[src/rtl/output_port_arbiter.sv]
// rtl/output_port_arbiter.sv - round-robin wormhole arbiter for one router output port
module output_port_arbiter #(
    parameter int N_PORTS = 5
) (
    input  logic               clk,
    input  logic               rst,
    input  logic [N_PORTS-1:0] req,
    input  logic [N_PORTS-1:0] tail,
    input  logic               out_ready,
    output logic [N_PORTS-1:0] grant,
    output logic               grant_valid,
    output logic [2:0]         sel,
    output logic               xfer,
    output logic               pkt_done
);

    localparam int PW = (N_PORTS > 1) ? $clog2(N_PORTS) : 1;

    typedef enum logic {IDLE = 1'b0, BUSY = 1'b1} state_t;

    state_t               state_q, state_d;
    logic [PW-1:0]        ptr_q, ptr_d;
    logic [PW-1:0]        own_q, own_d;
    logic [PW-1:0]        pick_idx;
    logic                 pick_found;
    logic [N_PORTS-1:0]   grant_d;
    logic [2:0]           sel_d;
    logic                 gv_d;

    // Circular search from ptr: first pass covers ptr..N-1, second pass wraps to 0..ptr-1.
    always_comb begin
        pick_found = 1'b0;
        pick_idx   = '0;
        for (int j = 0; j < N_PORTS; j++) begin
            if (!pick_found && (PW'(j) >= ptr_q) && req[j]) begin
                pick_found = 1'b1;
                pick_idx   = PW'(j);
            end
        end
        for (int j = 0; j < N_PORTS; j++) begin
            if (!pick_found && req[j]) begin
                pick_found = 1'b1;
                pick_idx   = PW'(j);
            end
        end
    end

    always_ff @(posedge clk or posedge rst) begin
        if (rst) begin
            state_q     <= IDLE;
            ptr_q       <= '0;
            own_q       <= '0;
            grant       <= '0;
            sel         <= '0;
            grant_valid <= 1'b0;
        end else begin
            state_q     <= state_d;
            ptr_q       <= ptr_d;
            own_q       <= own_d;
            grant       <= grant_d;
            sel         <= sel_d;
            grant_valid <= gv_d;
        end
    end

    always_comb begin
        state_d = state_q;
        ptr_d   = ptr_q;
        own_d   = own_q;
        grant_d = grant;
        sel_d   = sel;
        gv_d    = grant_valid;
        case (state_q)
            IDLE: begin
                if (pick_found) begin
                    state_d = BUSY;
                    own_d   = pick_idx;
                    for (int j = 0; j < N_PORTS; j++) begin
                        grant_d[j] = (PW'(j) == pick_idx);
                    end
                    sel_d   = 3'(pick_idx) + 3'd1;
                    gv_d    = 1'b1;
                end
            end
            BUSY: begin
                // Ownership survives bubbles and stalls; only the tail releases it.
                if (pkt_done) begin
                    state_d = IDLE;
                    ptr_d   = (own_q == PW'(N_PORTS - 1)) ? '0 : own_q + 1'b1;
                    grant_d = '0;
                    sel_d   = 3'd0;
                    gv_d    = 1'b0;
                end
            end
            default: state_d = IDLE;
        endcase
    end

    always_comb begin
        xfer     = (|(grant & req)) & out_ready;
        pkt_done = xfer & (|(grant & tail));
    end

endmodule

[config.mk]
export PLATFORM = sky130hd
export DESIGN_NAME = output_port_arbiter
export DESIGN_NICKNAME = d
export VERILOG_FILES = /design/src/rtl/output_port_arbiter.sv
export SDC_FILE = /design/constraint.sdc
export NUM_CORES = 1
export LEC_CHECK = 0
export ABC_AREA = 1
export CELL_PAD_IN_SITES_DETAIL_PLACEMENT = 1
export CELL_PAD_IN_SITES_GLOBAL_PLACEMENT = 1
export CORE_MARGIN = 2
export CORE_UTILIZATION = 30
export DETAILED_ROUTE_END_ITERATION = 8
export PLACE_DENSITY = 0.76
export SLEW_MARGIN = 20
export SYNTH_ARGS = -nofsm -noshare
export SYNTH_HDL_FRONTEND = slang
export SYNTH_SLANG_ARGS = --single-unit
[constraint.sdc]
create_clock -name clk -period 2.6 [get_ports clk]
set_input_delay 0.52 -clock clk [delete_from_list [all_inputs] [get_ports clk]]
set_output_delay 0.52 -clock clk [all_outputs]
set_load 0.02 [all_outputs]
Yosys cells after proc, flatten, opt, wreduce, memory -nomap -nowiden
Index checks and enable logic that the tools add are counted.
{"block": "word_totals", "in_bits": 13, "register_bits": 16, "output_inout_bits": 11, "elab_cells": 86}
{"block": "op_classes", "reduce_logical": 29, "magnitude_cmp": 5, "muxes": 32, "add_sub_neg": 2, "bitwise_logic": 5, "n_eq_ne": 7}
{"op": "2-to-1 mux 3 bit", "count": 11}
{"op": "2-to-1 mux 1 bit", "count": 15}
{"op": "logical AND 1 bit", "count": 14}
{"op": "bitwise AND 5 bit", "count": 2}
{"op": "2-to-1 mux 5 bit", "count": 2}
{"op": "one-hot mux 5 bit (2 select lines)", "count": 1}
{"op": "OR reduction 5 bit", "count": 2}
{"op": "zero test 1 bit", "count": 9}
{"op": "adder 3 x 1 -> 3 bit (second input constant)", "count": 2}
{"op": "== test 2 x 3 -> 1 bit (first input constant)", "count": 2}
{"op": ">= comparator 1 x 3 -> 1 bit (first input constant)", "count": 2}
{"op": ">= comparator 2 x 3 -> 1 bit (first input constant)", "count": 2}
{"op": "one-hot mux 3 bit (2 select lines)", "count": 1}
{"op": "AND reduction 2 bit", "count": 3}
{"op": "inequality test 2 bit (second input constant)", "count": 2}
{"op": "one-hot mux 1 bit (2 select lines)", "count": 2}
{"op": "== test 1 x 3 -> 1 bit (first input constant)", "count": 1}
{"op": "== test 3 bit (first input constant)", "count": 1}
{"op": "== test 3 bit (second input constant)", "count": 1}
{"op": ">= comparator 3 bit (first input constant)", "count": 1}
{"op": "zero test 3 bit", "count": 1}
{"op": "bitwise AND 1 bit", "count": 2}
{"op": "NOT 1 bit", "count": 1}

Longest topological paths before layout
Gate-level depths: netlist of the first run.
{"block": "logic_depth", "ltp_word": 37, "depth_mapped": 15, "depth_no_buf": 15}

Least setup slack after synthesis of the first run
No wires, ideal clock.
{"block": "synth_timing", "kind": "input -> register", "from": "in req[3]", "to": "reg grant[0]", "slack_ps": 735, "t_arrival_ps": 1748, "setup_ps": 117, "path_stages": 13, "required_time_ps": 2483, "path_buffers": 0, "path_cell_list": "inv_1 -> nor2_1 -> a21oi_2 -> nand4_2 -> nor2_4 -> nand3_1 -> nand2_1 -> inv_1 -> ha_1 -> nand2_1 -> nor2_1 -> nand2_1 -> nand2_1"}
{"block": "synth_between", "elab_chain_cells": 24, "word_cells_on_any_way": 38, "cone_classes": "eq/ne (2); mux (16); bitwise (3); reduce/logical (17)"}
{"element": "start: declaration", "line_no": "7", "source": "input logic [N_PORTS-1:0] req,"}
{"element": "logical AND 1 bit", "line_no": "35", "source": "if (!pick_found && (PW'(j) >= ptr_q) && req[j]) begin"}
{"element": "2-to-1 mux 1 bit", "line_no": "35"}
{"element": "zero test 1 bit", "line_no": "35"}
{"element": "logical AND 1 bit (2 in series)", "line_no": "35"}
{"element": "2-to-1 mux 1 bit", "line_no": "35"}
{"element": "zero test 1 bit", "line_no": "41", "source": "if (!pick_found && req[j]) begin"}
{"element": "logical AND 1 bit", "line_no": "41"}
{"element": "2-to-1 mux 1 bit", "line_no": "41"}
{"element": "[... 8 more ...]"}
{"element": "2-to-1 mux 1 bit", "line_no": "41"}
{"element": "zero test 1 bit", "line_no": "41"}
{"element": "logical AND 1 bit", "line_no": "41"}
{"element": "2-to-1 mux 3 bit (*)", "line_no": "41"}
{"element": "via pick_idx[0]", "line_no": "24", "source": "logic [PW-1:0] pick_idx;"}
{"element": "zero test 3 bit (*)", "line_no": "79", "source": "grant_d[j] = (PW'(j) == pick_idx);"}
{"element": "2-to-1 mux 5 bit (*)", "line_no": "75", "source": "if (pick_found) begin"}
{"element": "one-hot mux 5 bit (2 select lines) (*)", "line_no": "73", "source": "case (state_q)"}
{"element": "end signal: assignment", "line_no": "60", "source": "grant <= grant_d;"}
{"element": "end: declaration", "line_no": "10", "source": "output logic [N_PORTS-1:0] grant,"}
The timed path passes the listed nets; every way through them passes the cells marked *. The select of a mux whose other input is x is not followed.
A chain may end at the register's enable or synchronous reset.

Worst setup path in the final report of the first run
{"block": "layout_timing", "from": "in req[1]", "to": "out pkt_done"}
{"block": "layout_between", "elab_chain_cells": 4}
{"element": "bitwise AND 5 bit", "line_no": "100", "source": "xfer = (|(grant & req)) & out_ready;"}
{"element": "OR reduction 5 bit", "line_no": "100"}
{"element": "bitwise AND 1 bit", "line_no": "100"}
{"element": "bitwise AND 1 bit", "line_no": "101", "source": "pkt_done = xfer & (|(grant & tail));"}
{"element": "end: declaration", "line_no": "14", "source": "output logic pkt_done"}
No other way between the ends.

==> results of run 1 <==
critical path, cell delays in order:
cell	delay (ns)
clkdlybuf4s50_1	0.55
nand2_1	0.10
a31oi_2	0.22
nand2_1	0.13
inv_1	0.11
dlygate4sd2_1	0.34
placed cells by master, fill, tap and decap left out:
| cell | count |
|---|---|
| a21oi_1 | 1 |
| a21oi_2 | 1 |
| a221oi_1 | 1 |
| a31oi_2 | 1 |
| buf_12 | 1 |
| buf_4 | 13 |
| clkbuf_4 | 3 |
| clkbuf_8 | 1 |
| clkdlybuf4s50_1 | 21 |
| dfrtp_1 | 16 |
| dlygate4sd2_1 | 2 |
| ha_1 | 7 |
| inv_1 | 18 |
| inv_2 | 3 |
| nand2_1 | 45 |
| nand2_2 | 1 |
| nand2_4 | 1 |
| nand3_1 | 8 |
| nand3_2 | 3 |
| nand4_1 | 3 |
| nand4_2 | 2 |
| nor2_1 | 6 |
| nor2_2 | 1 |
| nor2_4 | 1 |
| o21ai_0 | 8 |
| o21ai_1 | 4 |
| o21ai_2 | 1 |
| or2_2 | 1 |
through the flow:
stage           util  hold slack, ns  setup WS [ns]
2_1_floorplan      -           0.434          0.735
3_3_place_gp   0.423           0.457         -0.102
3_5_place_dp   0.423           0.468         -0.151
4_1_cts        0.433           0.493          0.108
5_1_grt        0.433           0.521         0.0153
6_report       0.433           0.489          0.111
Yosys cell counts:
master,number,share of area
nor2_2,1,0.0059
nand3_2,3,0.028
nand2_2,1,0.0059
a221oi_1,1,0.0083
or2_2,1,0.0059
o21ai_1,4,0.019
a21oi_1,1,0.0047
o21ai_0,8,0.038
a31oi_2,1,0.012
nand4_2,2,0.024
nand2_4,1,0.011
nor2_4,1,0.011
dfrtp_1,16,0.38
buf_6,2,0.021
nand4_1,3,0.018
nand2_1,45,0.16
a21oi_2,1,0.0083
buf_8,1,0.014
nand3_1,8,0.038
o21ai_2,1,0.0083
nor2_1,6,0.021
inv_1,18,0.064
inv_2,3,0.011
ha_1,7,0.083
worst paths after layout:
| kind | from | to | cells after the start |
|---|---|---|---|
| max | req[1] | pkt_done | 6 |
| min | grant_valid$_DFFE_PP0P_ | grant_valid$_DFFE_PP0P_ | 2 |
| max reg2reg | ptr_q[0]$_DFFE_PP0P_ | grant[0]$_DFFE_PP0P_ | 14 |
| min reg2reg | grant_valid$_DFFE_PP0P_ | grant_valid$_DFFE_PP0P_ | 2 |
| max in group asynchronous | rst | ptr_q[2]$_DFFE_PP0P_ | 2 |
| min in group asynchronous | rst | grant[4]$_DFFE_PP0P_ | 2 |
final cells by class:
type | instances | share of cell area
tap | 46 | 0.0395
timing repair buffer | 37 | 0.237
inverter | 21 | 0.0541
multi-input combinational | 96 | 0.369
sequential | 16 | 0.275
clock buffer | 4 | 0.0249
metal layers:
metal	vias up	global-route usage	wire (um)
met3	8	0.0196	74
met1	512	0.183	1250
li1	505	-	-
met5	-	0	0
met2	23	0.275	1460
met4	0	0.0870	79
registers in the layout (all words and copies together), names as in the netlist:
name and flops:
grant 5, own_q 3, ptr_q 3, sel 3, grant_valid 1, state_q 1
power by group:
| part | switching [mW] | internal (mW) | total (mW) |
|---|---|---|---|
| Clock | 0.0839 | 0.0854 | 0.169 |
| Combinational | 0.0268 | 0.0310 | 0.0578 |
| Sequential | 0 | 0.249 | 0.249 |
kinds of logic (layout without fill, tap and decap cells):
kind of cell / count (synthesis) / count (layout) / share of synthesized area
buffers and inverters: 24 / 62 / 0.110
adder cells (fa/ha/maj): 7 / 7 / 0.0830
AO/OA/AOI/OAI: 17 / 17 / 0.0985
AND/OR/NAND/NOR: 72 / 72 / 0.329
flip-flops: 16 / 16 / 0.380
repair_timing:
item                                   CTS  global route
setup endpoints to repair                2             0
resized for setup                        2             0
hold buffers                             0             0
endpoints found under the hold margin    0             0
==> flow_metrics.py, run 1 <==
metrics = {
    "timing": {
        "period_share": 0.957,
        "period_needed_ns": 2.49,
        "slew_headroom": 0.594,
        "clock.fmax_mhz": 402,
        "fin_skew_ns": 0.00282,
        "worstMarginPinSlew_ns": 0.608,
        "slew_violations": 0,
        "setup_viol": 0,
        "finalHoldViolCount": 0,
        "final.setup.tns_ns": 0,
        "rsz0062_at_grt": "no",
    },
    "cells_and_area": {
        "diodes": 0,
        "drive_above_1_share": 0.195,
        "fin_area_sq_um": 1460,
        "area_delta_synth_final_pct": 38.1,
        "fillers": 448,
        "final_nets": 195,
        "multi_input_area_sq_um": 538,
        "regArea_sq_um": 400,
        "stdcell_count": 220,
    },
    "critical_path": {
        "critPathMaxFanout": 3,
        "start_kind": "input pin",
        "worstPathRequired_ns": 2.08,
        "arrival_ns": 1.97,
        "path_class": "in2out",
        "r2r_setup_slack_ns": 0.66,
        "endpoint_kind": "output pin",
    },
    "die": {
        "core_sq_um": 3360,
        "rows": 21,
        "die_w_um": 63.3,
        "ios": 24,
        "initial_core_util": 0.314,
        "die-area_sq_um": 4010,
        "die_h_um": 63.3,
    },
    "route": {
        "wirelength_mm": 2.87,
        "drt-initial-drc-count": 26,
        "ant_nets": 0,
        "dr_total_vias": 1048,
        "via_per_inst": 4.76,
        "firstDrtPassIters": 4,
        "route.detailed.drc": 0,
        "wl_per_cell_um": 13.0,
    },
    "synth": {
        "avgSynthCellArea_sq_um": 7.76,
        "ys_ff_latch": 16,
        "synthesis.nets": 156,
        "ys_seq_area_frac": 0.380,
        "ys_types": 24,
        "synth_warnings": 0,
        "syn_area_sq_um": 1050,
        "synth_cells": 136,
    },
    "placed_design": {
        "gp_congestion": 0.841,
        "dpl.cell_count": 216,
        "place_area_sq_um": 1420,
        "portBuffers": 23,
        "hpwlAfterDp_mm": 2.35,
    },
    "cts": {
        "clkLatencyLatePin_ns": 0.29,
        "post_cts.repair.setup_buffers": 0,
        "clockBufferDepth": 2,
        "cts-htree-levels": 1,
        "cts_made_buffers": 3,
        "cts_sinks": 16,
        "cts_tree": "yes",
        "clk_pin_slew_ns": 0.10,
        "cts-root-buf": "clkbuf_4",
    },
    "global_route": {
        "grt_pass1_wl_mm": 4.95,
        "grt_max_degree": 21,
        "grtUsageTotal": 0.156,
        "grt-ovfl-total": 0,
        "first_global_vias": 1139,
        "antenna_found_initial": 0,
    },
    "power_and_ir_drop": {
        "p_leak_nw": 0.740,
        "total_power_mw": 0.476,
        "ir_worst_vdd_uv": 204,
        "powerDensity_nw_per_um2": 327,
    },
    "run_status": {
        "status": "completed",
    },
    "worst_hold_path": {
        "hp-class": "reg2reg",
    },
    "flow_run": {
        "cap_violations": 0,
    },
}
Power figures use the tool's default switching activity.
==> run 2: changes to the inputs <==
--- a/config.mk
+++ b/config.mk
@@ -6,12 +6,13 @@
 export NUM_CORES = 1
 export LEC_CHECK = 0
 export ABC_AREA = 1
+export CAP_MARGIN = 40
 export CELL_PAD_IN_SITES_DETAIL_PLACEMENT = 1
 export CELL_PAD_IN_SITES_GLOBAL_PLACEMENT = 1
 export CORE_MARGIN = 2
-export CORE_UTILIZATION = 30
+export CORE_UTILIZATION = 32
 export DETAILED_ROUTE_END_ITERATION = 8
-export PLACE_DENSITY = 0.76
+export PLACE_DENSITY = 0.8
 export SLEW_MARGIN = 20
 export SYNTH_ARGS = -nofsm -noshare
 export SYNTH_HDL_FRONTEND = slang
==> run 2 against run 1 <==
Net effect: sequential share of layout area is 1.8 points higher; design area shrank 6.0%; via count decreased by 6.7%; count of clock-buffer cells in the layout decreased by 1; first-iteration DRC count decreased by 35%; combinational power is 19% lower; cell count down 5.9%; fmax grew 3.1%; hold slack got worse by 0.0020 ns; register-to-register slack worse by 0.06 ns; clock skew rose by 0.0081 ns; largest power group unchanged.
==> flow_metrics.py, run 2 (synthesis gave the netlist of run 1 again) <==
metrics = {
    "cts": {
        "cts-root-buf": "clkbuf_4",
        "cts_tree": "yes",
        "cts_sinks": 16,
        "holdBufCountCts": 0,
        "cts-htree-levels": 1,
        "cts_made_buffers": 3,
        "post_cts.repair.setup_buffers": 0,
        "clockBufferDepth": 2,
        "clk_pin_slew_ns": 0.08,
        "clkLatencyLatePin_ns": 0.30,
    },
    "die": {
        "ios": 24,
        "die-area_sq_um": 3770,
        "core_sq_um": 3100,
        "initial_core_util": 0.340,
        "die_w_um": 61.4,
        "rows": 20,
        "die_h_um": 61.4,
    },
    "cells_and_area": {
        "final_cell_mix": "45 x nand2_1, 21 x clkdlybuf4s50_1, 18 x inv_1",
        "final_nets": 185,
        "largest_reg_flops": 5,
        "area_delta_synth_final_pct": 29.8,
        "drive_above_1_share": 0.141,
        "diodes": 0,
        "layout_commonest_cell": "nand2_1",
        "regMostFlops": "grant",
        "fillers": 416,
    },
    "route": {
        "route.detailed.drc": 0,
        "drt-initial-drc-count": 17,
        "wirelength_mm": 2.71,
        "via_per_inst": 4.72,
        "dr_total_vias": 978,
        "firstDrtPassIters": 4,
        "ant_nets": 0,
        "wl_per_cell_um": 13.1,
    },
    "global_route": {
        "first_global_vias": 1052,
        "grtUsageTotal": 0.166,
        "antenna_found_initial": 0,
        "grt_pass1_wl_mm": 4.62,
        "grt_max_degree": 20,
        "grt-ovfl-total": 0,
    },
    "power_and_ir_drop": {
        "ir_worst_vdd_uv": 167,
        "p_leak_nw": 0.697,
        "powerDensity_nw_per_um2": 314,
    },
    "timing": {
        "worstMarginPinSlew_ns": 0.613,
        "hold_ws_ns": 0.487,
        "slew_headroom": 0.591,
        "finalHoldViolCount": 0,
        "fin_skew_ns": 0.0110,
        "fin_ws_ns": 0.187,
        "period_share": 0.928,
        "setup_viol": 0,
        "rsz0062_at_grt": "no",
        "period_needed_ns": 2.41,
        "slew_violations": 0,
        "clock.fmax_mhz": 414,
    },
    "worst_hold_path": {
        "hp-class": "reg2reg",
    },
    "critical_path": {
        "worstPathRequired_ns": 2.08,
        "arrival_ns": 1.89,
        "endpoint_kind": "output pin",
        "start_kind": "input pin",
        "critPathMaxFanout": 3,
        "path_class": "in2out",
    },
    "run_status": {
        "status": "completed",
    },
    "placed_design": {
        "gp_congestion": 0.838,
        "portBuffers": 23,
        "place_ws_ns": -0.0809,
        "hpwlAfterDp_mm": 2.18,
    },
    "flow_run": {
        "cap_violations": 0,
    },
}
[run 2: cell count changes in the layout (fill, tap and decap cells not counted)]
cell,previous run,this run
buf_4,13,3
clkbuf_8,1,0
dlygate4sd2_1,2,1
dlymetal6s2s_1,0,1
[run 2: cell type report]
type                    instances  area (sq um)  share of cell area
repair buffers                 27           274               0.200
inverters                      21          78.8              0.0576
well taps                      44          55.1              0.0402
clock buffers                   3          22.5              0.0165
multi-input cells              96           538               0.393
flip-flops and latches         16           400               0.293
[run 2: metrics by stage]
stage                     area (sq um)  setup TNS, ns  total power, mW  instances  utilization
final                             1370              0            0.430        207        0.441
after CTS                         1370              0            0.436        207        0.440
after global routing              1370              0            0.451        207        0.441
after detailed placement          1350         -0.133            0.301        204        0.433
after floorplan                   1050              0            0.272        136            -
after global placement            1350        -0.0148            0.300        204        0.433
[run 2: where the power goes]
group,switching [mW],internal [mW]
registers,0,0.249
clock network,0.0805,0.0540
logic,0.0245,0.0224
total,0.105,0.325
[run 2: timing repair]
item,in CTS,in global routing
resized for setup,1,1
pin swaps,0,0
endpoints found under the setup margin,1,1
[run 2: worst paths after layout]
check | depth (start not counted) | endpoint | slack, ns | from
min in group asynchronous | 2 | own_q[0]$_DFFE_PP0P_ | 0.58 | rst
min | 2 | grant_valid$_DFFE_PP0P_ | 0.49 | grant_valid$_DFFE_PP0P_
min reg2reg | 2 | grant_valid$_DFFE_PP0P_ | 0.49 | grant_valid$_DFFE_PP0P_
max | 8 | pkt_done | 0.19 | req[2]
max in group asynchronous | 2 | grant[4]$_DFFE_PP0P_ | 1.61 | rst
max reg2reg | 14 | grant[0]$_DFFE_PP0P_ | 0.60 | ptr_q[0]$_DFFE_PP0P_
[run 2: worst max-delay path: stages]
cell and delay [ns]:
clkdlybuf4s50_1 0.53, nand2_1 0.07, nand2_1 0.06, a21oi_1 0.04
a31oi_2 0.15, nand2_1 0.10, inv_1 0.08, dlygate4sd2_1 0.33
[run 2: per-layer routing]
metal / vias to the layer above / track usage / wire [um]
li1: 484 / - / -
met1: 462 / 0.203 / 1200
met2: 26 / 0.302 / 1380
met3: 6 / 0.0189 / 104
met4: 0 / 0.0547 / 36
met5: - / 0 / 0
==> run 3: changes to the inputs <==
--- a/config.mk
+++ b/config.mk
@@ -10,9 +10,11 @@
 export CELL_PAD_IN_SITES_DETAIL_PLACEMENT = 1
 export CELL_PAD_IN_SITES_GLOBAL_PLACEMENT = 1
 export CORE_MARGIN = 2
-export CORE_UTILIZATION = 32
+export CORE_UTILIZATION = 45
+export CTS_BUF_LIST = sky130_fd_sc_hd__clkbuf_8 sky130_fd_sc_hd__clkbuf_16
 export DETAILED_ROUTE_END_ITERATION = 8
-export PLACE_DENSITY = 0.8
+export DONT_BUFFER_PORTS = 1
+export PLACE_DENSITY = 0.86
 export SLEW_MARGIN = 20
 export SYNTH_ARGS = -nofsm -noshare
 export SYNTH_HDL_FRONTEND = slang
==> run 3 against run 2 <==
Net effect: via count is 11% lower; power is 5.4% higher; critical endpoint unchanged; largest power group unchanged; count of clock-buffer cells in the layout stayed put; highest routed layer unchanged; sequential share of layout area is 7.4 points higher; wire length is 8.8% lower; register-to-register slack hardly changed; clock power is 34% higher; critical path depth is 2 lower; cell count is 21% lower; combinational power is 48% lower.
==> flow_metrics.py, run 3 (synthesis gave the netlist of run 1 again) <==
metrics = {
    "route": {
        "ant_nets": 0,
        "wl_per_cell_um": 15.1,
        "via_per_inst": 5.33,
        "firstDrtPassIters": 4,
        "wirelength_mm": 2.47,
        "dr_total_vias": 874,
        "route.detailed.drc": 0,
        "drt-initial-drc-count": 7,
    },
    "placed_design": {
        "place_ws_ns": 0.487,
        "gp_congestion": 0.772,
        "portBuffers": 0,
        "place_area_sq_um": 1050,
        "hpwlAfterDp_mm": 1.97,
    },
    "timing": {
        "period_needed_ns": 2.20,
        "period_share": 0.846,
        "rsz0062_at_grt": "no",
        "setup_viol": 0,
        "clock.fmax_mhz": 455,
        "fin_skew_ns": 0.00343,
        "final.setup.tns_ns": 0,
        "finalHoldViolCount": 0,
        "fin_ws_ns": 0.400,
        "slew_headroom": 0.584,
        "slew_violations": 0,
        "worstMarginPinSlew_ns": 0.623,
    },
    "cells_and_area": {
        "largest_reg_flops": 5,
        "final_nets": 158,
        "final_cell_mix": "45 x nand2_1, 18 x inv_1, 16 x dfrtp_1",
        "drive_above_1_share": 0.140,
        "regMostFlops": "grant",
        "fillers": 291,
        "layout_commonest_cell": "nand2_1",
        "diodes": 0,
        "fin_area_sq_um": 1090,
        "area_delta_synth_final_pct": 3.68,
    },
    "run_status": {
        "status": "completed",
    },
    "cts": {
        "clkLatencyLatePin_ns": 0.24,
        "cts-resized-gates": 0,
        "clk_pin_slew_ns": 0.06,
        "post_cts.repair.setup_buffers": 0,
        "cts-htree-levels": 1,
        "cts_made_buffers": 3,
        "cts_sinks": 16,
        "cts-root-buf": "clkbuf_8",
        "cts_tree": "yes",
        "holdBufCountCts": 0,
        "clockBufferDepth": 2,
    },
    "critical_path": {
        "endpoint_kind": "output pin",
        "start_kind": "flop",
        "slowest_stage": "dfrtp_1",
        "critPathMaxFanout": 4,
        "path_class": "reg2out",
        "worstPathRequired_ns": 2.08,
        "worstPathCellList": "nand2_1, nand2_1, a21oi_1, a31oi_2, nand2_1, inv_1",
        "r2r_setup_slack_ns": 0.60,
        "path_common_cell": "nand2_1",
        "slowest_delay_ns": 0.53,
        "r2r_cells": 12,
        "arrival_ns": 1.68,
    },
    "die": {
        "die_h_um": 52.4,
        "core_sq_um": 2210,
        "initial_core_util": 0.477,
        "die-area_sq_um": 2750,
        "rows": 17,
        "ios": 24,
        "die_w_um": 52.4,
    },
    "global_route": {
        "first_global_vias": 956,
        "grt_pass1_wl_mm": 4.15,
        "grt_max_degree": 21,
        "grtUsageTotal": 0.210,
        "antenna_found_initial": 0,
        "grt-ovfl-total": 0,
    },
    "power_and_ir_drop": {
        "powerDensity_nw_per_um2": 414,
        "total_power_mw": 0.453,
        "p_leak_nw": 0.573,
        "ir_worst_vdd_uv": 335,
    },
    "worst_hold_path": {
        "hp-class": "in2async",
    },
    "flow_run": {
        "cap_violations": 0,
    },
}
-- run 3: cell count changes in the layout (fill, tap and decap cells not counted) --
cell,previous run,this run
dlymetal6s2s_1,1,0
clkdlybuf4s50_1,21,0
clkbuf_8,0,3
dlygate4sd2_1,1,0
buf_4,3,0
buf_12,1,0
clkbuf_4,3,0
-- run 3: area by class of cell --
class	count	area [sq um]	share of cell area
clock buffer	3	41.3	0.0378
inverter	21	78.8	0.0721
sequential	16	400	0.366
multi-input combinational	96	538	0.492
tap	28	35.0	0.0320
-- run 3: final timing paths --
path / from / to
worst max-delay path: grant[4]$_DFFE_PP0P_ / pkt_done
worst min-delay path: rst / own_q[2]$_DFFE_PP0P_
worst max register to register: ptr_q[2]$_DFFE_PP0P_ / grant[0]$_DFFE_PP0P_
worst min register to register: ptr_q[1]$_DFFE_PP0P_ / ptr_q[1]$_DFFE_PP0P_
max in group asynchronous: rst / grant_valid$_DFFE_PP0P_
min in group clk: ptr_q[1]$_DFFE_PP0P_ / ptr_q[1]$_DFFE_PP0P_
-- run 3: report_power, final --
part / switching (mW) / leakage (nW) / internal, mW
logic: 0.0181 / 0.344 / 0.00614
clock network: 0.0773 / 0.0216 / 0.102
registers: 0 / 0.208 / 0.249
-- run 3: through the flow --
| step | hold slack, ns | instances | util |
|---|---|---|---|
| global placement | 0.504 | 161 | 0.476 |
| detailed placement | 0.517 | 161 | 0.476 |
| floorplan | 0.434 | 136 | - |
| CTS | 0.263 | 164 | 0.494 |
| finish | 0.238 | 164 | 0.494 |
| global route | 0.300 | 164 | 0.494 |
-- run 3: per-layer routing --
| layer | vias up | part of all wire | track usage |
|---|---|---|---|
| met3 | 2 | 0.030 | 0.0229 |
| met1 | 423 | 0.43 | 0.247 |
| met5 | - | 0 | 0 |
| met2 | 15 | 0.53 | 0.379 |
| met4 | 0 | 0.0093 | 0.0897 |
| li1 | 434 | - | - |
-- run 3: worst max-delay path: cells and delay by family (launching register included) --
| family | cells | cell delay [ns] |
|---|---|---|
| AO/OA/AOI/OAI | 2 | 0.36 |
| AND/OR/NAND/NOR | 3 | 0.34 |
| flip-flops | 1 | 0.53 |
| buffers and inverters | 1 | 0.22 |
